==> src/rtl/monocicle_trace_buffer_pkg.sv <==
// Shared types and constants for the monocicle execution-trace recorder.
// Channel indices give the slice order inside one captured sample (pc in the LSBs).
package monocicle_trace_buffer_pkg;

  localparam int DEF_DATA_W    = 32;
  localparam int DEF_DEPTH     = 16;
  localparam int DEF_POST_TRIG = 8;

  localparam int NUM_CH   = 4;
  localparam int CH_PC    = 0;
  localparam int CH_INSTR = 1;
  localparam int CH_ALU   = 2;
  localparam int CH_DRAM  = 3;

  typedef enum logic [1:0] {
    ST_IDLE    = 2'd0,
    ST_ARMED   = 2'd1,
    ST_POST    = 2'd2,
    ST_READOUT = 2'd3
  } state_t;

  function automatic logic is_capturing(input state_t s);
    return (s == ST_ARMED) || (s == ST_POST);
  endfunction

endpackage

==> src/rtl/monocicle_trace_buffer_if.sv <==
// Readout stream of the trace buffer: one captured sample per transfer, oldest first.
interface monocicle_trace_buffer_if #(
  parameter int DATA_W = 32
) ();
  import monocicle_trace_buffer_pkg::*;

  // A sample moves on every rising edge where rd_valid && rd_ready. Once rd_valid is
  // high, rd_data and rd_last stay constant until that transfer; rd_ready may change freely.
  logic                     rd_valid;
  logic                     rd_ready;
  logic [NUM_CH*DATA_W-1:0] rd_data;
  logic                     rd_last;

  modport master (
    output rd_valid,
    output rd_data,
    output rd_last,
    input  rd_ready
  );

  modport slave (
    input  rd_valid,
    input  rd_data,
    input  rd_last,
    output rd_ready
  );

endinterface

==> src/rtl/monocicle_trace_buffer_trace_ram.sv <==
// Simple dual-port sample store: synchronous write, registered read with hold-on-idle.
// The read register is the readout data register, so it only advances when re is high.
module monocicle_trace_buffer_trace_ram #(
  parameter int WIDTH = 128,
  parameter int DEPTH = 16,
  parameter int ADDR_W = $clog2(DEPTH)
) (
  input  logic              clk,
  input  logic              rst_n,
  input  logic              we,
  input  logic [ADDR_W-1:0] waddr,
  input  logic [WIDTH-1:0]  wdata,
  input  logic              re,
  input  logic [ADDR_W-1:0] raddr,
  output logic [WIDTH-1:0]  rdata
);

  logic [WIDTH-1:0] mem [DEPTH];

  always_ff @(posedge clk) begin
    if (we) begin
      mem[waddr] <= wdata;
    end
  end

  always_ff @(posedge clk or negedge rst_n) begin
    if (!rst_n) begin
      rdata <= '0;
    end else if (re) begin
      rdata <= mem[raddr];
    end
  end

endmodule

==> src/rtl/monocicle_trace_buffer.sv <==
// Circular execution-trace capture for the single-cycle core: records pc/instr/alu/dram
// every clock while armed, stops on a pc match (plus post-trigger samples) or when full.
module monocicle_trace_buffer
  import monocicle_trace_buffer_pkg::*;
#(
  parameter int DATA_W    = DEF_DATA_W,
  parameter int DEPTH     = DEF_DEPTH,
  parameter int POST_TRIG = DEF_POST_TRIG
) (
  input  logic                     clk,
  input  logic                     rst_n,
  input  logic [DATA_W-1:0]        pc_in,
  input  logic [DATA_W-1:0]        instr_in,
  input  logic [DATA_W-1:0]        alures_in,
  input  logic [DATA_W-1:0]        dram_in,
  input  logic                     arm,
  input  logic                     mode,
  input  logic [DATA_W-1:0]        trig_pc,
  monocicle_trace_buffer_if.master rd,
  output logic                     busy,
  output logic                     triggered,
  output logic [$clog2(DEPTH):0]   count,
  output state_t                   state_dbg
);

  localparam int PTR_W = $clog2(DEPTH);
  localparam int CNT_W = PTR_W + 1;
  localparam logic [CNT_W-1:0] FULL     = CNT_W'(DEPTH);
  localparam logic [CNT_W-1:0] POST_LIM = CNT_W'(POST_TRIG);
  localparam int SAMPLE_W = NUM_CH * DATA_W;

  state_t             state, state_nx;
  logic [PTR_W-1:0]   wr_ptr, rd_addr;
  logic [CNT_W-1:0]   cnt, cnt_inc, rd_idx, post_cnt;
  logic               trig_q, valid_q, last_q;
  logic               capture, hit, fill, ren, xfer, done;
  logic [SAMPLE_W-1:0] wdata, ram_q;

  always_comb begin
    wdata = '0;
    wdata[CH_PC*DATA_W    +: DATA_W] = pc_in;
    wdata[CH_INSTR*DATA_W +: DATA_W] = instr_in;
    wdata[CH_ALU*DATA_W   +: DATA_W] = alures_in;
    wdata[CH_DRAM*DATA_W  +: DATA_W] = dram_in;
  end

  // arm always wins: the arm edge itself neither captures nor triggers.
  always_comb begin
    capture = is_capturing(state) && !arm;
    cnt_inc = (cnt == FULL) ? cnt : cnt + CNT_W'(1);
    hit     = (state == ST_ARMED) && !arm && !mode && (pc_in == trig_pc);
    fill    = (state == ST_ARMED) && !arm && mode && (cnt_inc == FULL);
    xfer    = valid_q && rd.rd_ready;
    done    = xfer && last_q;
    ren     = (state == ST_READOUT) && !arm && (rd_idx < cnt) && (!valid_q || rd.rd_ready);
    // Oldest sample sits count entries behind the write pointer; DEPTH wraps to zero.
    rd_addr = wr_ptr - cnt[PTR_W-1:0] + rd_idx[PTR_W-1:0];
  end

  always_comb begin
    state_nx = state;
    if (arm) begin
      state_nx = ST_ARMED;
    end else begin
      case (state)
        ST_IDLE:    state_nx = ST_IDLE;
        ST_ARMED: begin
          if (hit) begin
            if (POST_TRIG == 0) state_nx = ST_READOUT;
            else                state_nx = ST_POST;
          end else if (fill) begin
            state_nx = ST_READOUT;
          end
        end
        ST_POST: begin
          if (post_cnt + CNT_W'(1) == POST_LIM) state_nx = ST_READOUT;
        end
        ST_READOUT: begin
          if (done) state_nx = ST_IDLE;
        end
        default:    state_nx = ST_IDLE;
      endcase
    end
  end

  always_ff @(posedge clk or negedge rst_n) begin
    if (!rst_n) begin
      state    <= ST_IDLE;
      wr_ptr   <= '0;
      cnt      <= '0;
      rd_idx   <= '0;
      post_cnt <= '0;
      trig_q   <= 1'b0;
      valid_q  <= 1'b0;
      last_q   <= 1'b0;
    end else begin
      state <= state_nx;
      if (arm) begin
        wr_ptr   <= '0;
        cnt      <= '0;
        rd_idx   <= '0;
        post_cnt <= '0;
        trig_q   <= 1'b0;
        valid_q  <= 1'b0;
        last_q   <= 1'b0;
      end else begin
        if (capture) begin
          wr_ptr <= wr_ptr + PTR_W'(1);
          cnt    <= cnt_inc;
        end
        if (hit || fill) begin
          trig_q <= 1'b1;
        end
        if (state == ST_POST) begin
          post_cnt <= post_cnt + CNT_W'(1);
        end
        // The RAM read register doubles as the output register, so a new read is
        // issued only when the current sample is absent or leaving this cycle.
        if (ren) begin
          rd_idx  <= rd_idx + CNT_W'(1);
          valid_q <= 1'b1;
          last_q  <= (rd_idx + CNT_W'(1) == cnt);
        end else if (xfer) begin
          valid_q <= 1'b0;
          last_q  <= 1'b0;
        end
        if (done) begin
          rd_idx <= '0;
        end
      end
    end
  end

  monocicle_trace_buffer_trace_ram #(
    .WIDTH (SAMPLE_W),
    .DEPTH (DEPTH)
  ) u_ram (
    .clk   (clk),
    .rst_n (rst_n),
    .we    (capture),
    .waddr (wr_ptr),
    .wdata (wdata),
    .re    (ren),
    .raddr (rd_addr),
    .rdata (ram_q)
  );

  assign rd.rd_valid = valid_q;
  assign rd.rd_data  = ram_q;
  assign rd.rd_last  = last_q;
  assign busy        = is_capturing(state);
  assign triggered   = trig_q;
  assign count       = cnt;
  assign state_dbg   = state;

endmodule

==> src/flat_wrapper.sv <==
// flat-port wrapper written by rule: the top's interface ports become plain ports
module monocicle_trace_buffer_flat import monocicle_trace_buffer_pkg::*;
#(
  parameter int DATA_W    = DEF_DATA_W,
  parameter int DEPTH     = DEF_DEPTH,
  parameter int POST_TRIG = DEF_POST_TRIG
)
  (clk, rst_n, pc_in, instr_in, alures_in, dram_in, arm, mode, trig_pc, busy, triggered, count, state_dbg, rd_rd_valid, rd_rd_data, rd_rd_last, rd_rd_ready);
  monocicle_trace_buffer_if #(.DATA_W(DATA_W)) rd_i ();
  input  logic clk;
  input  logic rst_n;
  input  logic [DATA_W-1:0] pc_in;
  input  logic [DATA_W-1:0] instr_in;
  input  logic [DATA_W-1:0] alures_in;
  input  logic [DATA_W-1:0] dram_in;
  input  logic arm;
  input  logic mode;
  input  logic [DATA_W-1:0] trig_pc;
  output logic busy;
  output logic triggered;
  output logic [$clog2(DEPTH):0] count;
  output state_t state_dbg;
  output wire logic [$bits(rd_i.rd_valid)-1:0] rd_rd_valid;
  output wire logic [$bits(rd_i.rd_data)-1:0] rd_rd_data;
  output wire logic [$bits(rd_i.rd_last)-1:0] rd_rd_last;
  input wire logic [$bits(rd_i.rd_ready)-1:0] rd_rd_ready;
  assign rd_rd_valid = rd_i.rd_valid;
  assign rd_rd_data = rd_i.rd_data;
  assign rd_rd_last = rd_i.rd_last;
  assign rd_i.rd_ready = rd_rd_ready;
  monocicle_trace_buffer #(.DATA_W(DATA_W), .DEPTH(DEPTH), .POST_TRIG(POST_TRIG)) u_core (.clk(clk), .rst_n(rst_n), .pc_in(pc_in), .instr_in(instr_in), .alures_in(alures_in), .dram_in(dram_in), .arm(arm), .mode(mode), .trig_pc(trig_pc), .rd(rd_i), .busy(busy), .triggered(triggered), .count(count), .state_dbg(state_dbg));
endmodule
==> config.mk <==
export PLATFORM = sky130hd
export DESIGN_NAME = monocicle_trace_buffer_flat
export DESIGN_NICKNAME = d
export VERILOG_FILES = /design/src/rtl/monocicle_trace_buffer_pkg.sv /design/src/rtl/monocicle_trace_buffer_if.sv /design/src/rtl/monocicle_trace_buffer_trace_ram.sv /design/src/rtl/monocicle_trace_buffer.sv /design/src/flat_wrapper.sv
export SDC_FILE = /design/constraint.sdc
export NUM_CORES = 2
export LEC_CHECK = 0
export BUFFER_PORTS_ARGS = -buffer_cell sky130_fd_sc_hd__buf_2
export CELL_PAD_IN_SITES_DETAIL_PLACEMENT = 1
export CELL_PAD_IN_SITES_GLOBAL_PLACEMENT = 2
export CORE_ASPECT_RATIO = 0.75
export CORE_MARGIN = 2
export CORE_UTILIZATION = 45
export DETAILED_ROUTE_END_ITERATION = 8
export PLACE_DENSITY = 0.82
export SETUP_SLACK_MARGIN = 0.5
export SLEW_MARGIN = 20
export SYNTH_ARGS = -nofsm -noshare
export SYNTH_HDL_FRONTEND = slang
export SYNTH_SLANG_ARGS = --single-unit
==> constraint.sdc <==
create_clock -name clk -period 11.6 [get_ports clk]
set_input_delay 1.74 -clock clk [delete_from_list [all_inputs] [get_ports clk]]
set_output_delay 1.74 -clock clk [all_outputs]
set_load 0.005 [all_outputs]
Yosys cells after proc, flatten, opt, wreduce, memory -nomap -nowiden
Memories as Yosys holds them, arrays and structs flattened. A register that Yosys moved wholly into a read port is not among the register bits.
Cells that the tools add are included.
{ "word_totals": {"word_cells": 77, "ramBits": 2048, "inputBits": 165, "ff_bits": 24, "output_inout_bits": 139, "n_memories": 1} }
{ "op_classes": {"magnitude_cmp": 1, "addsub": 6, "n_eq_ne": 11, "reduce_logical": 25, "muxes": 25} }
{ "mem_list": {"columns": ["name", "depth", "width", "read_ports", "rd_ports_with_merged_regs", "wr", "line_no", "rtl"], "rows": [
  ["u_core.u_ram.mem", 16, 128, 1, 1, 1, "monocicle_trace_buffer_trace_ram.sv:18", "logic [WIDTH-1:0] mem [DEPTH];"]
]} }
{ "ops": {"columns": ["operator", "n"], "rows": [
  ["5-bit 2-to-1 mux", 8],
  ["32-bit equality test", 1],
  ["5-bit by 1-bit adder with 5-bit output, second input constant", 3],
  ["1-bit logical AND", 11],
  ["5-bit equality test, second input constant", 2],
  ["2-bit 2-to-1 mux", 5],
  ["1-bit 2-to-1 mux", 9],
  ["4-bit 2-to-1 mux", 2],
  ["2-bit one-hot mux with 4 select lines", 1],
  ["2-bit nonzero test", 3],
  ["3-bit nonzero test", 2],
  ["5-bit by 4-bit equality test with 1-bit output, second input constant", 1],
  ["5-bit equality test", 1],
  ["5-bit less-than comparator", 1],
  ["4-bit by 1-bit adder with 4-bit output, second input constant", 1],
  ["4-bit adder", 1],
  ["2-bit equality test, second input constant", 2],
  ["1-bit logical NOT", 4],
  ["4-bit by 2-bit != test with 1-bit output, second input constant", 1],
  ["4-bit subtractor", 1],
  ["1-bit logical OR", 3],
  ["3-bit by 2-bit != test with 1-bit output, second input constant", 1],
  ["3-bit != test, second input constant", 1],
  ["3-bit AND reduction", 1],
  ["other kinds (2)", 2]
]} }

Logic depth before layout (Yosys ltp)
{ "logic_depth": {"word_depth": 8, "mapped_depth": 11, "mapped_depth_nobuf": 9} }

Modules after synthesis
A second synthesis with hierarchy kept.
{ "unflattened": {"cells_unflattened": 4065, "hier_area_um2": 83847.9} }
{ "modules_own_cells": {"columns": ["mod", "area_per_inst_um2", "cells_per_inst", "instances"], "rows": [
  ["monocicle_trace_buffer_trace_ram", 81723.4, 3827, 1],
  ["monocicle_trace_buffer", 2124.5, 238, 1]
]} }

Worst setup path before layout
OpenSTA, ideal clock, no wires.
{ "synth_timing": {"kind": "input -> register", "startpoint": "input arm", "endpoint": "memory u_core.u_ram.mem[1][0], enable pin", "setup_slack_ns": 0.162, "cell_stages": 3, "path_buffers": 0, "arrival_time_ns": 10.666, "t_required_ns": 10.828, "setup_time_ns": 0.772, "cell_sequence": "nor2_1 > nand2_1 > nor3_1"} }
{ "synth_via": {"elab_chain_cells": 4} }
{ "synth_lines": {"columns": ["element", "line_no", "rtl"], "rows": [
  ["start: declaration", "flat_wrapper.sv:16", "input logic arm;"],
  ["1-bit logical NOT", "monocicle_trace_buffer.sv:49", "capture = is_capturing(state) && !arm;"],
  ["1-bit logical AND", "monocicle_trace_buffer.sv:49", null],
  ["1-bit 2-to-1 mux", "monocicle_trace_buffer_trace_ram.sv:21", "if (we) begin"],
  ["1-bit 2-to-1 mux (implied by the code)", "monocicle_trace_buffer_trace_ram.sv:22", "mem[waddr] <= wdata;"],
  ["end: declaration", "monocicle_trace_buffer_trace_ram.sv:18", null]
]} }
No other way between the ends.

Worst setup path in the final report
{ "layout_timing": {"startpoint": "register u_core.wr_ptr[1]", "endpoint": "register u_core.u_ram.rdata[57] (read register of u_core.u_ram.mem)"} }
{ "layout_via": {"elab_chain_cells": 2} }
{ "layout_lines": {"columns": ["element", "line_no", "rtl"], "rows": [
  ["start: declaration", "monocicle_trace_buffer.sv:33", "logic [PTR_W-1:0] wr_ptr, rd_addr;"],
  ["start signal: assignment", "monocicle_trace_buffer.sv:108", "wr_ptr <= wr_ptr + PTR_W'(1);"],
  ["4-bit subtractor", "monocicle_trace_buffer.sv:57", "rd_addr = wr_ptr - cnt[PTR_W-1:0] + rd_idx[PTR_W-1:0];"],
  ["4-bit adder", "monocicle_trace_buffer.sv:57", null],
  ["end: declaration", "monocicle_trace_buffer_trace_ram.sv:15", "output logic [WIDTH-1:0] rdata"]
]} }
No other way between the ends.
A chain may end at the register's enable or synchronous reset.

==> results.sh <==
export IMPL_hpwlAfterDp_um=110000
export IMPL_hold_class="reg -> reg"
export IMPL_r2r_end="u_core.u_ram.rdata[57]$_DFFE_PN0P_"
export IMPL_ys_seq_elements=2200
export IMPL_worstPathArrival_ns=6.22
export IMPL_crit_end="u_core.u_ram.rdata[57]$_DFFE_PN0P_"
export IMPL_ir_worst_vdd_uv=627
export IMPL_grt_max_degree=138
export IMPL_start_util=0.452
export IMPL_place_congestion=0.724
export IMPL_cap_violations=0
export IMPL_firstDrtPassIters=7
export IMPL_synth_area_per_cell_um2=25.0
export IMPL_setup_viol=0
export IMPL_drv_slew=0
export IMPL_coreArea_mm2=0.186
export IMPL_path_clk_slew_ns=0.07
export IMPL_fin_util=0.511
export IMPL_grtUsageTotal=0.219
export IMPL_grt_pass1_vias=40700
export IMPL_cts_buffer_depth=3
export IMPL_drt_vias_per_instance=5.93
export IMPL_dp_worst_setup_slack_ns=6.10
export IMPL_post_cts_resized=0
export IMPL_die_h_um=378
export IMPL_leakagePower_nw=30.4
export IMPL_fin_ws_ns=6.07
export IMPL_status="complete, no violations"
export IMPL_layout_drive_gt1_share=0.370
export IMPL_synth_area_leaders="edfxtp_1 (73%), mux4_2 (17%), dfrtp_1 (4.5%), mux2_2 (1.7%), buf_6 (0.75%)"
export IMPL_yosysSeqAreaShare=0.779
export IMPL_netlist_area_mm2=0.0839
export IMPL_netlist_area_leader_share=0.733
export IMPL_antenna_found_initial=39
export IMPL_drt_iter0_drc=3803
export IMPL_die_w_um=503
export IMPL_cts_setup_buffers=0
export IMPL_p_sw_mw=8.65
export IMPL_p_sw_frac=0.316
export IMPL_combPwrFrac=0.409
export IMPL_rows=137
export IMPL_path_cells="inv_1 > fa_1 > inv_1 > fa_4 > buf_4 > buf_4 > mux4_2 > mux4_2 > mux2_2"
export IMPL_start_kind="flip-flop"
export IMPL_wl_um=207000
export IMPL_via_count=38300
export IMPL_p_int_mw=18.8
export IMPL_netlist_instances=3361
export IMPL_avgRoutedWirePerCell_um=32.0
export IMPL_cts_root_buf="clkbuf_16"
export IMPL_die_area_mm2=0.190
export IMPL_syn_num_nets=3549
export IMPL_crit_path_start="u_core.wr_ptr[1]$_DFFE_PN0P_"
export IMPL_cts_tree="built"
export IMPL_nets=3965
export IMPL_io_pins=304
export IMPL_clock_latency_ns=0.83
export IMPL_portBuffers=303
export IMPL_endpoint_kind="flip-flop"
export IMPL_cp_required_ns=12.30
export IMPL_fin_tns_setup_ns=0
export IMPL_hold_viol=0
export IMPL_netlist_top_cell_by_area="edfxtp_1"
export IMPL_cts_sinks=2200
export IMPL_async_flop_share=0.0691
export IMPL_ys_flop_type="edfxtp_1"
export IMPL_grt_pass1_wl_um=297000
export IMPL_slew_headroom=0.229
export IMPL_holdBufCountCts=0
export IMPL_rr_worst_depth=9
export IMPL_critPathKind="reg -> reg"
export IMPL_grt_overflow_total=0
export IMPL_finalCritPeriodShare=0.476
export IMPL_ant_nets=0
export IMPL_syn_to_final_growth_pct=13.1
export IMPL_drc=0
export IMPL_htree_levels=4
export IMPL_pwr_share_clk=0.245
export IMPL_fmax_mhz=181
export IMPL_synth_edf_count=2048
export IMPL_fin_skew_ns=0.0314
export IMPL_worst_pin_slew_ns=1.16
export IMPL_power_frac_seq=0.346
export IMPL_min_period_ns=5.53
export IMPL_grt_setup_unrepaired="no"
export IMPL_crit_slowest_cell="fa_4"
export IMPL_p_per_area_mw_per_mm2=289
export IMPL_rr_startpoint="u_core.wr_ptr[1]$_DFFE_PN0P_"
export IMPL_numCtsBuffers=203
export IMPL_ys_warn_count=0
export IMPL_crit_path_max_fanout=68
export IMPL_r2r_slack_ns=6.07
export IMPL_yosysUniqueCellTypes=48
export IMPL_slowest_delay_ns=1.11
[kinds of logic after synthesis]
kind of cell / Yosys count / synth area share
mux: 774 / 0.190
compound gates: 41 / 0.00319
buf+inv: 186 / 0.0139
flops: 2200 / 0.779
xor+xnor: 49 / 0.00512
simple gates: 88 / 0.00576
fa+ha+maj: 23 / 0.00370
[routing by layer]
layer,share of wire,GRT usage,up-vias
li1,-,-,15300
met1,0.42,0.309,21100
met2,0.50,0.360,1556
met3,0.068,0.0397,320
met4,0.018,0.0465,28
met5,0.00089,0,-
[synthesized netlist by cell type, drive strengths merged, types with 3 or more instances]
cell    instances
edfxtp       2048
mux4          640
dfrtp         152
mux2          129
clkbuf         89
buf            76
xnor2          37
inv            21
ha             20
nor2           19
a21oi          14
nand4          12
xor2           12
and2            9
nand2           9
nand3           9
o21ai           8
nor3            7
mux2i           5
and4            4
nor2b           4
nor4            4
or3             4
fa              3
o21a            3
[flip-flops by register name, summed over array words and instances, names as in the netlist]
register	count
u_core.wr_ptr	4
u_core.u_ram.rdata	128
u_core.post_cnt	5
u_core.rd.rd_last	1
u_core.count	5
u_core.rd.rd_valid	1
u_core.u_ram.mem	2048
u_core.state_dbg	2
u_core.rd_idx	5
u_core.triggered	1
[cell type report]
type,count,area (um^2)
sequential,2200,65300
tap,2502,3130
antenna,4,10.0
inverter,21,78.8
clock inverter,98,1020
timing repair buffer,376,2150
fill,16000,90800
multi-input combinational,975,17500
clock buffer,287,5670
[placed cells by master (no fill, tap or decap), types with 14 or more instances in the layout]
| cell type | instances |
|---|---|
| a21oi_1 | 14 |
| buf_2 | 302 |
| buf_4 | 66 |
| bufinv_16 | 16 |
| clkbuf_1 | 62 |
| clkbuf_16 | 208 |
| clkbuf_8 | 18 |
| clkinv_1 | 26 |
| clkinv_2 | 35 |
| dfrtp_1 | 152 |
| edfxtp_1 | 2048 |
| ha_1 | 19 |
| inv_1 | 20 |
| mux2_2 | 128 |
| mux4_2 | 640 |
| nor2_1 | 17 |
| xnor2_1 | 35 |
[stage by stage]
step                power (mW)  cell area [um^2]  instances  hold slack [ns]
floorplan                 18.1             83900       3361            0.504
global placement          20.8             88200       6074            0.484
detailed placement        21.0             88200       6074            0.488
CTS                       27.8             94900       6459            0.502
global route              28.6             94900       6459            0.522
finish                    27.4             94900       6463            0.501
[worst min-delay path by stage]
stage                     slack, ns                           startpoint  cells after the start                             endpoint
after floorplan                0.50    u_core.u_ram.rdata[0]$_DFFE_PN0P_                      1    u_core.u_ram.rdata[0]$_DFFE_PN0P_
after global placement         0.48  u_core.u_ram.rdata[119]$_DFFE_PN0P_                      1  u_core.u_ram.rdata[119]$_DFFE_PN0P_
after detailed placement       0.49   u_core.u_ram.rdata[65]$_DFFE_PN0P_                      1   u_core.u_ram.rdata[65]$_DFFE_PN0P_
after CTS                      0.50  u_core.u_ram.rdata[119]$_DFFE_PN0P_                      1  u_core.u_ram.rdata[119]$_DFFE_PN0P_
after global routing           0.52  u_core.u_ram.rdata[119]$_DFFE_PN0P_                      1  u_core.u_ram.rdata[119]$_DFFE_PN0P_
final                          0.50  u_core.u_ram.rdata[119]$_DFFE_PN0P_                      1  u_core.u_ram.rdata[119]$_DFFE_PN0P_
[critical path: cells and delay by family (launching register included)]
kind | cells | cell delay, ns
mux | 3 | 1.20
buf+inv | 4 | 1.95
fa+ha+maj | 2 | 1.65
flops | 1 | 0.44
[power by group through the flow]
stage	registers (mW)	clock network, mW	logic (mW)
after global placement	9.63	0	11.2
after CTS	9.50	6.83	11.4
final	9.49	6.71	11.2
after detailed placement	9.66	0	11.4
after global routing	9.54	7.09	12.0
after floorplan	9.61	0	8.52
(Power assumes the default switching activity.)
